==> src/rtl/stream_frame_packer_pkg.sv <==
// Shared types and constants for the stream frame packer: FSM states,
// channel ids of the captured AXI beats and the trailer beat layout.
package stream_frame_pkg;

  typedef enum logic [1:0] {
    IDLE    = 2'd0,
    PAYLOAD = 2'd1,
    TRAILER = 2'd2,
    CHKSUM  = 2'd3
  } state_t;

  // Channel ids carried on s_axis_tuser by the upstream converter.
  localparam logic [2:0] CH_AR = 3'd0;
  localparam logic [2:0] CH_AW = 3'd1;
  localparam logic [2:0] CH_R  = 3'd2;
  localparam logic [2:0] CH_W  = 3'd3;
  localparam logic [2:0] CH_B  = 3'd4;

  // Trailer field positions within the low 64 bits of the beat.
  localparam int TRL_MAGIC_LSB = 48;
  localparam int TRL_SEQ_LSB   = 32;
  localparam int TRL_CNT_LSB   = 16;
  localparam int TRL_MASK_LSB  = 8;
  localparam int TRL_CHK_BIT   = 1;
  localparam int TRL_TO_BIT    = 0;

  typedef struct packed {
    logic [15:0] magic;
    logic [15:0] seq;
    logic [15:0] beat_cnt;
    logic [7:0]  ch_mask;
    logic [5:0]  rsvd;
    logic        chk;
    logic        timeout;
  } trailer_t;

  // Assemble a trailer word; reserved bits are always zero.
  function automatic trailer_t build_trailer(
    input logic [15:0] magic,
    input logic [15:0] seq,
    input logic [15:0] beat_cnt,
    input logic [7:0]  ch_mask,
    input logic        chk,
    input logic        timeout
  );
    logic [63:0] w;
    w = '0;
    w[TRL_MAGIC_LSB +: 16] = magic;
    w[TRL_SEQ_LSB +: 16]   = seq;
    w[TRL_CNT_LSB +: 16]   = beat_cnt;
    w[TRL_MASK_LSB +: 8]   = ch_mask;
    w[TRL_CHK_BIT]         = chk;
    w[TRL_TO_BIT]          = timeout;
    return trailer_t'(w);
  endfunction

endpackage

==> src/rtl/stream_frame_packer_out_slot.sv <==
// One-entry registered AXI4-Stream output slot. Contents are held while the
// consumer stalls; the owner may only load when 'free' is high.
module stream_frame_packer_out_slot #(
  parameter int W = 64
) (
  input  logic         clk,
  input  logic         rst_n,
  input  logic         load,
  input  logic [W-1:0] load_data,
  input  logic         load_last,
  input  logic         ready,
  output logic [W-1:0] data,
  output logic         valid,
  output logic         last,
  output logic         free
);

  // The slot can take a new beat if empty or emptying this cycle.
  assign free = !valid || ready;

  // Load a new beat, or drop the current one once it has been taken.
  always_ff @(posedge clk or negedge rst_n) begin
    if (!rst_n) begin
      data  <= '0;
      valid <= 1'b0;
      last  <= 1'b0;
    end else if (load) begin
      data  <= load_data;
      valid <= 1'b1;
      last  <= load_last;
    end else if (ready) begin
      valid <= 1'b0;
    end
  end

endmodule

==> src/rtl/stream_frame_packer.sv <==
// Groups captured AXI channel beats into bounded frames, each closed by a
// trailer beat (magic, sequence, beat count, channel mask, close reason).
// Optional build macro STREAM_FRAME_PACKER_CHKSUM_EN appends a beat holding
// the XOR of all payload beats after the trailer.
module stream_frame_packer
  import stream_frame_pkg::*;
#(
  parameter int          DATA_W    = 64,
  parameter int          CH_W      = 3,
  parameter int          MAX_BEATS = 32,
  parameter int          TIMEOUT   = 256,
  parameter logic [15:0] MAGIC     = 16'hE7A1
) (
  input  logic              aclk,
  input  logic              aresetn,
  input  logic [DATA_W-1:0] s_axis_tdata,
  input  logic [CH_W-1:0]   s_axis_tuser,
  input  logic              s_axis_tvalid,
  output logic              s_axis_tready,
  output logic [DATA_W-1:0] m_axis_tdata,
  output logic              m_axis_tvalid,
  output logic              m_axis_tlast,
  input  logic              m_axis_tready,
  output logic              busy
);

  localparam int IDLE_W = (TIMEOUT > 1) ? $clog2(TIMEOUT + 1) : 1;
  localparam logic [IDLE_W-1:0] IDLE_LIMIT = IDLE_W'(TIMEOUT - 1);
  localparam logic [15:0]       MAX_CNT    = 16'(MAX_BEATS);
`ifdef STREAM_FRAME_PACKER_CHKSUM_EN
  localparam logic CHK_PRESENT = 1'b1;
`else
  localparam logic CHK_PRESENT = 1'b0;
`endif

  state_t              state_reg, state_next;
  logic [15:0]         seq_reg, seq_next;
  logic [15:0]         beat_cnt_reg, beat_cnt_next;
  logic [IDLE_W-1:0]   idle_cnt_reg, idle_cnt_next;
  logic [7:0]          ch_mask_reg, ch_mask_next;
  logic                timeout_reg, timeout_next;
  logic                tail_loaded_reg, tail_loaded_next;
`ifdef STREAM_FRAME_PACKER_CHKSUM_EN
  logic [DATA_W-1:0]   xor_reg, xor_next;
`endif

  logic                slot_free;
  logic                slot_load;
  logic [DATA_W-1:0]   slot_data;
  logic                slot_last;
  logic                accept;
  logic                out_hs;
  logic                last_beat;
  logic                frame_done;
  logic [63:0]         trailer_word;
  logic [DATA_W-1:0]   trailer_data;

  // Input is taken only while collecting a frame and the output slot can
  // absorb the beat; forced low while reset is held.
  assign s_axis_tready = aresetn && ((state_reg == IDLE) || (state_reg == PAYLOAD)) && slot_free;
  assign accept        = s_axis_tvalid && s_axis_tready;
  assign out_hs        = m_axis_tvalid && m_axis_tready;
  assign last_beat     = (beat_cnt_reg + 16'd1) == MAX_CNT;
  assign busy          = (state_reg != IDLE) || m_axis_tvalid;

  assign trailer_word = build_trailer(MAGIC, seq_reg, beat_cnt_reg, ch_mask_reg,
                                      CHK_PRESENT, timeout_reg);
  assign trailer_data = DATA_W'(trailer_word);

  stream_frame_packer_out_slot #(
    .W(DATA_W)
  ) u_out_slot (
    .clk       (aclk),
    .rst_n     (aresetn),
    .load      (slot_load),
    .load_data (slot_data),
    .load_last (slot_last),
    .ready     (m_axis_tready),
    .data      (m_axis_tdata),
    .valid     (m_axis_tvalid),
    .last      (m_axis_tlast),
    .free      (slot_free)
  );

  // Frame state register and counters.
  always_ff @(posedge aclk or negedge aresetn) begin
    if (!aresetn) begin
      state_reg       <= IDLE;
      seq_reg         <= '0;
      beat_cnt_reg    <= '0;
      idle_cnt_reg    <= '0;
      ch_mask_reg     <= '0;
      timeout_reg     <= 1'b0;
      tail_loaded_reg <= 1'b0;
`ifdef STREAM_FRAME_PACKER_CHKSUM_EN
      xor_reg         <= '0;
`endif
    end else begin
      state_reg       <= state_next;
      seq_reg         <= seq_next;
      beat_cnt_reg    <= beat_cnt_next;
      idle_cnt_reg    <= idle_cnt_next;
      ch_mask_reg     <= ch_mask_next;
      timeout_reg     <= timeout_next;
      tail_loaded_reg <= tail_loaded_next;
`ifdef STREAM_FRAME_PACKER_CHKSUM_EN
      xor_reg         <= xor_next;
`endif
    end
  end

  // Next-state logic: payload pass-through, frame close decisions and
  // trailer (plus optional checksum) emission.
  always_comb begin
    state_next       = state_reg;
    seq_next         = seq_reg;
    beat_cnt_next    = beat_cnt_reg;
    idle_cnt_next    = idle_cnt_reg;
    ch_mask_next     = ch_mask_reg;
    timeout_next     = timeout_reg;
    tail_loaded_next = tail_loaded_reg;
`ifdef STREAM_FRAME_PACKER_CHKSUM_EN
    xor_next         = xor_reg;
`endif
    slot_load        = 1'b0;
    slot_data        = s_axis_tdata;
    slot_last        = 1'b0;
    frame_done       = 1'b0;

    // Every accepted beat goes straight to the slot; an accept always
    // restarts the idle timer, even on the cycle it would have expired.
    if (accept) begin
      slot_load     = 1'b1;
      beat_cnt_next = beat_cnt_reg + 16'd1;
      ch_mask_next  = ch_mask_reg | (8'd1 << s_axis_tuser);
      idle_cnt_next = '0;
    end

    case (state_reg)
      IDLE: begin
        if (accept) begin
`ifdef STREAM_FRAME_PACKER_CHKSUM_EN
          xor_next = s_axis_tdata;
`endif
          if (last_beat) begin
            state_next   = TRAILER;
            timeout_next = 1'b0;
          end else begin
            state_next = PAYLOAD;
          end
        end
      end

      PAYLOAD: begin
        if (accept) begin
`ifdef STREAM_FRAME_PACKER_CHKSUM_EN
          xor_next = xor_reg ^ s_axis_tdata;
`endif
          if (last_beat) begin
            state_next   = TRAILER;
            timeout_next = 1'b0;
          end
        end else if (idle_cnt_reg == IDLE_LIMIT) begin
          state_next   = TRAILER;
          timeout_next = 1'b1;
        end else begin
          idle_cnt_next = idle_cnt_reg + IDLE_W'(1);
        end
      end

      TRAILER: begin
`ifdef STREAM_FRAME_PACKER_CHKSUM_EN
        // Trailer is not the last beat; the checksum beat follows it.
        if (slot_free) begin
          slot_load  = 1'b1;
          slot_data  = trailer_data;
          slot_last  = 1'b0;
          state_next = CHKSUM;
        end
`else
        if (!tail_loaded_reg && slot_free) begin
          slot_load        = 1'b1;
          slot_data        = trailer_data;
          slot_last        = 1'b1;
          tail_loaded_next = 1'b1;
        end else if (tail_loaded_reg && out_hs) begin
          frame_done = 1'b1;
        end
`endif
      end

`ifdef STREAM_FRAME_PACKER_CHKSUM_EN
      CHKSUM: begin
        if (!tail_loaded_reg && slot_free) begin
          slot_load        = 1'b1;
          slot_data        = xor_reg;
          slot_last        = 1'b1;
          tail_loaded_next = 1'b1;
        end else if (tail_loaded_reg && out_hs) begin
          frame_done = 1'b1;
        end
      end
`endif

      default: begin
        state_next = IDLE;
      end
    endcase

    // The final beat of the frame has left: start a fresh frame.
    if (frame_done) begin
      state_next       = IDLE;
      seq_next         = seq_reg + 16'd1;
      beat_cnt_next    = '0;
      idle_cnt_next    = '0;
      ch_mask_next     = '0;
      timeout_next     = 1'b0;
      tail_loaded_next = 1'b0;
`ifdef STREAM_FRAME_PACKER_CHKSUM_EN
      xor_next         = '0;
`endif
    end
  end

endmodule
==> config.mk <==
export PLATFORM = sky130hd
export DESIGN_NAME = stream_frame_packer
export DESIGN_NICKNAME = d
export VERILOG_FILES = /design/src/rtl/stream_frame_packer_pkg.sv /design/src/rtl/stream_frame_packer_out_slot.sv /design/src/rtl/stream_frame_packer.sv
export SDC_FILE = /design/constraint.sdc
export NUM_CORES = 1
export LEC_CHECK = 0
export ABC_AREA = 1
export CORE_ASPECT_RATIO = 0.5
export CORE_MARGIN = 2
export CORE_UTILIZATION = 49
export CTS_CLUSTER_SIZE = 20
export DETAILED_ROUTE_END_ITERATION = 8
export PLACE_DENSITY = 0.78
export SYNTH_ARGS = -nofsm -noshare
export SYNTH_HDL_FRONTEND = slang
export SYNTH_SLANG_ARGS = --single-unit
==> constraint.sdc <==
create_clock -name aclk -period 2.27 [get_ports aclk]
set_clock_uncertainty 0.15 [all_clocks]
set_input_delay 0.3405 -clock aclk [delete_from_list [all_inputs] [get_ports aclk]]
set_output_delay 0.3405 -clock aclk [all_outputs]
set_load 0.02 [all_outputs]
== Yosys cells after proc, flatten, opt, wreduce, memory -nomap -nowiden ==
Cells that the tools add are included.

* Register bits: 119
* Input bits: 71
* Output and inout bits: 68

* Add/sub/neg operators: 3
* Eq/ne operators: 8
* Shift operators: 1
* Multiplexer cells: 37
* Bitwise gates (word level): 1
* Reductions and logical operators: 21

{| class="wikitable"
|+ Operators by type and width
! operator !! count
|-
| $mux W64 || 2
|-
| $mux W9 || 5
|-
| $add A16 B1 Y16 const B || 2
|-
| $mux W16 || 2
|-
| $mux W1 || 18
|-
| $eq A16 B6 Y1 const B || 1
|-
| $mux W8 || 2
|-
| $mux W2 || 6
|-
| $reduce_bool A2 Y1 || 5
|-
| $add A9 B1 Y9 const B || 1
|-
| $eq A9 B8 Y1 const B || 1
|-
| $or A8 B8 Y8 || 1
|-
| $shl A1 B3 Y8 const A || 1
|-
| $logic_and A1 B1 Y1 || 6
|-
| $pmux W2 S3 || 1
|-
| $ne A4 B3 Y1 const B || 1
|-
| $ne A4 B4 Y1 const B || 1
|-
| $reduce_and A4 Y1 || 1
|-
| $logic_or A1 B1 Y1 || 3
|-
| $ne A3 B3 Y1 const B || 1
|-
| $reduce_and A3 Y1 || 1
|-
| $reduce_bool A3 Y1 || 1
|-
| $eq A2 B1 Y1 const B || 1
|-
| $eq A2 B2 Y1 const B || 1
|-
| other kinds (5) || 6
|}

== Longest topological paths before layout ==
* Depth after elaboration: 10
* Depth in mapped cells: 14
* Gate-level depth less buffers: 14

== Hierarchy ==
Synthesis repeated with hierarchy kept, for this count alone.

* Cell total of the unflattened synthesis: 798
* Area, all modules: 6000.8 um^2

{| class="wikitable"
|+ Modules (own cells, without submodules)
! module !! instances !! cells an instance !! area each (um^2) !! seq. area each (um^2)
|-
| stream_frame_packer || 1 || 519 || 3489.6 || 1326.3
|-
| stream_frame_packer_out_slot || 1 || 279 || 2511.2 || 1651.6
|}

== Least setup slack after synthesis ==
Ideal clock, no wire load.

* Path kind: register to register
* Start point: reg u_out_slot.valid
* End point: reg state_reg[0]
* Arrival time: 1.744 ns
* Slack: 0.259 ns
* Cell stages (with the launch flop): 13
* Path buffers: 0
* Cells stage by stage: dfrtp_1 inv_1 nor2_1 nor2_1 nand2_1 nand2_2 inv_2 o21ai_1 nand2_1 inv_1 nand2_1 nand2_1 nand2_1

* Cells in the longest elaborated chain, start to end: 7
* Elaborated cells on any way between the ends: 18
* Classes of those cells: eq/ne (4); mux (6); reduce/logical (8)

{| class="wikitable"
|+ Ends and longest elaborated chain
! what !! RTL line !! RTL
|-
| start, declared || stream_frame_packer_out_slot.sv:13 || <nowiki>output logic valid,</nowiki>
|-
| start signal, assigned || stream_frame_packer_out_slot.sv:25 || <nowiki>valid <= 1'b0;</nowiki>
|-
| start signal, assigned || stream_frame_packer_out_slot.sv:29 || <nowiki>valid <= 1'b1;</nowiki>
|-
| start signal, assigned || stream_frame_packer_out_slot.sv:32 || <nowiki>valid <= 1'b0;</nowiki>
|-
| $logic_not A1 Y1 (*) || stream_frame_packer_out_slot.sv:19 || <nowiki>assign free = !valid || ready;</nowiki>
|-
| $logic_or A1 B1 Y1 (*) || stream_frame_packer_out_slot.sv:19 ||
|-
| $logic_and A1 B1 Y1 (*) || stream_frame_packer.sv:60 || <nowiki>assign s_axis_tready = aresetn && ((state_reg == IDLE) || (state_reg == PAYLOAD)) && slot_free;</nowiki>
|-
| net s_axis_tready || stream_frame_packer.sv:19 || <nowiki>output logic s_axis_tready,</nowiki>
|-
| $logic_and A1 B1 Y1 (*) || stream_frame_packer.sv:61 || <nowiki>assign accept = s_axis_tvalid && s_axis_tready;</nowiki>
|-
| $mux W2 || stream_frame_packer.sv:155 || <nowiki>if (accept) begin</nowiki>
|-
| $pmux W2 S3 || stream_frame_packer.sv:139 || <nowiki>case (state_reg)</nowiki>
|-
| $mux W2 || stream_frame_packer.sv:211 || <nowiki>if (frame_done) begin</nowiki>
|-
| end signal, assigned || stream_frame_packer.sv:99 || <nowiki>state_reg <= state_next;</nowiki>
|-
| end, declared || stream_frame_packer.sv:36 || <nowiki>state_t state_reg, state_next;</nowiki>
|}

The timed path passes the listed nets; every way through them passes the cells marked *.
A chain may end at the register's enable or synchronous reset.

== Worst setup path in the final report ==
* Start point: reg state_reg[0]
* End point: out busy

* Cells in the longest elaborated chain, start to end: 2

{| class="wikitable"
|+ Ends and longest elaborated chain
! what !! RTL line !! RTL
|-
| $reduce_bool A2 Y1 || stream_frame_packer.sv:64 || <nowiki>assign busy = (state_reg != IDLE) || m_axis_tvalid;</nowiki>
|-
| $logic_or A1 B1 Y1 || stream_frame_packer.sv:64 ||
|-
| end, declared || stream_frame_packer.sv:24 || <nowiki>output logic busy</nowiki>
|}

No other way between the ends.

==> impl_metrics.csv <==
group,metric,value,unit
outcome,status,"finished, final reports clean",
global_routing,grt_max_degree,120,
routing,via_count,4760,
critical_path,worst_ep_required_time,1.78,ns
critical_path,path_max_fanout,4,
clock_tree,numCtsBuffers,17,
cells_and_area,syn_to_final_growth,42.3,%
cells_and_area,nFillCells,748,
pwr,p_leak,3.45,nW
synthesis,async_reset_ff_frac,1.00,
place,hpwl,9440,um
critical_path,critPathArrivalTime,1.71,ns
pwr,combinationalPowerShare,0.384,
die,chipHeight,78.1,um
global_routing,overflow,0,
clock_tree,cts_setup_buffers,0,
pwr,switching_share,0.357,
critical_path,cp-start-kind,"register",
synthesis,avgSynthCellArea,9.05,um^2
sta,slew_viol_final,0,
pwr,power_frac_clock,0.281,
global_routing,track_usage,0.252,
hold_path,hold_path.startpoint,"u_out_slot.last",
clock_tree,cts_tree,"done",
sta,fin_tns_setup,0,ns
routing,final_antenna_net_count,0,
synthesis,yosys_warnings,0,
die,row_count,26,
critical_path,crit_chain,"nor2_2 -> nand2_1 -> clkdlybuf4s50_1",
cells_and_area,fin_area,7660,um^2
place,gp_congestion,0.818,
die,ioPinCount,139,
die,fp.coreArea,10400,um^2
cells_and_area,largest_reg_flops,64,
critical_path,critPathSlowestCell,"clkdlybuf4s50_1",
global_routing,antenna_found_initial,0,
clock_tree,root_buffer,"clkbuf_16",
place,port_buffers,138,
sta,setup_viol,0,
hold_path,hp-class,"register to register",
cells_and_area,multi_input_area,2130,um^2
die,start_util,0.516,
die,die_x,152,um
sta,finalCriticalPeriod,2.20,ns
pwr,ir_drop,0.000737,V
clock_tree,cts_sinks,119,
sta,fin_crit_sh,0.968,
sta,rsz0062_at_grt,"yes",
critical_path,crit_path_max_incr_delay,0.55,ns
place,placedInstanceArea,6980,um^2
routing,first_iter_violations,287,
pwr,power.density,1400,nW/um^2
clock_tree,path_clk_slew,0.05,ns
pwr,netSwitchingPower,3.83,mW
critical_path,r2r_start,"beat_cnt_reg[0]",
synthesis,synth_area,5380,um^2
routing,first_pass_iters,5,
critical_path,r2r-end,"state_reg[0]",
cells_and_area,drive_gt1_frac,0.113,
hold_path,holdPathStages,2,
critical_path,reg2reg_depth,13,
cells_and_area,n_antenna_cell,0,
synthesis,synth_edf_count,0,
critical_path,rrSetupSlack,0.18,ns
routing,drt-total-wl,14200,um
pwr,p_int,6.90,mW
sta,whs,0.336,ns
synthesis,synthCells,595,
clock_tree,clockBufferDepth,2,
global_routing,grt_pass1_wl,24100,um
critical_path,cp_num_buf_inv,1,
critical_path,crit_path_end_kind,"output port",
sta,clock.fmax,455,MHz
sta,maxSlewHeadroom,0.587,
cells_and_area,final_nets,820,
die,die_area,11900,um^2
routing,post_drt_wl_per_cell,15.8,um
clock_tree,htreeDepth,4,
flow_run,drv_cap,0,
sta,worst_pin_slew,0.619,ns
pwr,power,10.7,mW
routing,drc,0,
critical_path,crit_family,"buffers and inverters",
synthesis,syn_nets,669,
synthesis,ys_types,35,
clock_tree,clk_latency,0.41,ns
global_routing,grt_pass1_vias,4947,
hold_path,holdPathEnd,"u_out_slot.last",
cells_and_area,seqCellArea,2980,um^2
synthesis,synth_ff_type,"dfrtp_1",
synthesis,yosysSeqAreaShare,0.553,
sta,hold_violations,0,
critical_path,critical_path_class,"register to output port",
routing,viasPerCell,5.29,
cells_and_area,postLayoutCoreUtil,0.734,
pwr,pwr-share-seq,0.335,
synthesis,synth_seq_cells,119,
-- placed cells by master, fill, tap and decap left out, types with 3 or more instances in the layout --
cell type	n
a211oi_1	4
a21oi_1	6
a22o_1	14
and2_1	3
buf_4	17
bufinv_16	5
clkbuf_16	17
clkbuf_8	3
clkdlybuf4s50_1	136
clkinvlp_4	3
dfrtp_1	119
ha_1	3
inv_1	45
inv_2	5
nand2_1	96
nand2_2	9
nand3_1	20
nand3_2	4
nand4_1	13
nor2_1	110
nor2_2	11
nor2_4	3
o21ai_0	11
o22a_1	6
o22ai_1	53
o41ai_1	8
xnor2_1	7
xor2_1	8
-- worst max-delay path by stage --
stage,to,cells past startpoint,from
floorplan,state_reg[0],12,u_out_slot.valid
global placement,s_axis_tready,4,m_axis_tready
detailed placement,s_axis_tready,4,m_axis_tready
CTS,busy,3,state_reg[0]
global route,state_reg[0],14,idle_cnt_reg[0]
finish,busy,3,state_reg[0]
-- cells by family after synthesis --
group / share of synthesized area
compound gates: 0.136
xor+xnor: 0.0244
fa+ha+maj: 0.00697
buf+inv: 0.0544
flops: 0.553
simple gates: 0.225
-- cell type report --
| class | instances | share of cell area |
|---|---|---|
| Inverter | 51 | 0.0250 |
| Multi-Input combinational cell | 401 | 0.277 |
| Tap cell | 140 | 0.0229 |
| Clock buffer | 21 | 0.0614 |
| Timing Repair Buffer | 156 | 0.199 |
| Sequential cell | 119 | 0.389 |
| Clock inverter | 11 | 0.0255 |
-- cells in the mapped netlist, types with 7 or more instances --
master / n / area (um^2)
dfrtp_1: 119 / 2980
o22ai_1: 53 / 332
a22o_1: 14 / 123
o21ai_0: 11 / 55.1
xor2_1: 8 / 70.1
nand2_1: 100 / 375
nor2_1: 111 / 417
nand3_1: 20 / 100
xnor2_1: 7 / 61.3
buf_1: 11 / 41.3
inv_1: 45 / 169
nor2_2: 10 / 62.6
nand4_1: 13 / 81.3
o41ai_1: 8 / 70.1
-- worst reg2reg max path: cells and delay by family, from the launching register on --
kind | cells | cell delay [ns]
DFF | 1 | 0.40
buffers and inverters | 1 | 0.17
and+or+nand+nor | 11 | 1.02
adders and majority gates | 1 | 0.28
-- through the flow --
| step | std cells | setup WS [ns] |
|---|---|---|
| floorplan | 595 | 0.259 |
| global placement | 866 | 0.0467 |
| detailed placement | 866 | 0.0241 |
| CTS | 899 | 0.0596 |
| global route | 899 | -0.0222 |
| finish | 899 | 0.0733 |
-- power groups by stage --
stage	Combinational [mW]	Clock, mW	Sequential (mW)
2_1_floorplan	1.59	0	4.22
3_3_place_gp	3.99	0	3.59
3_5_place_dp	4.09	0	3.60
4_1_cts	4.14	3.05	3.59
5_1_grt	4.46	3.15	3.70
6_report	4.11	3.01	3.60
-- timing repair --
action,CTS,global route
setup endpoints to repair,2,3
endpoints found under the hold margin,119,0
gates resized for setup,2,1
hold buffers,1,0
-- per-layer routing --
layer	wire (um)	track usage	vias to the layer above
li1	-	-	2309
met1	6280	0.319	2314
met2	7060	0.430	117
met3	654	0.0629	20
met4	194	0.0832	0
met5	0	0	-
(Power assumes the default switching activity.)
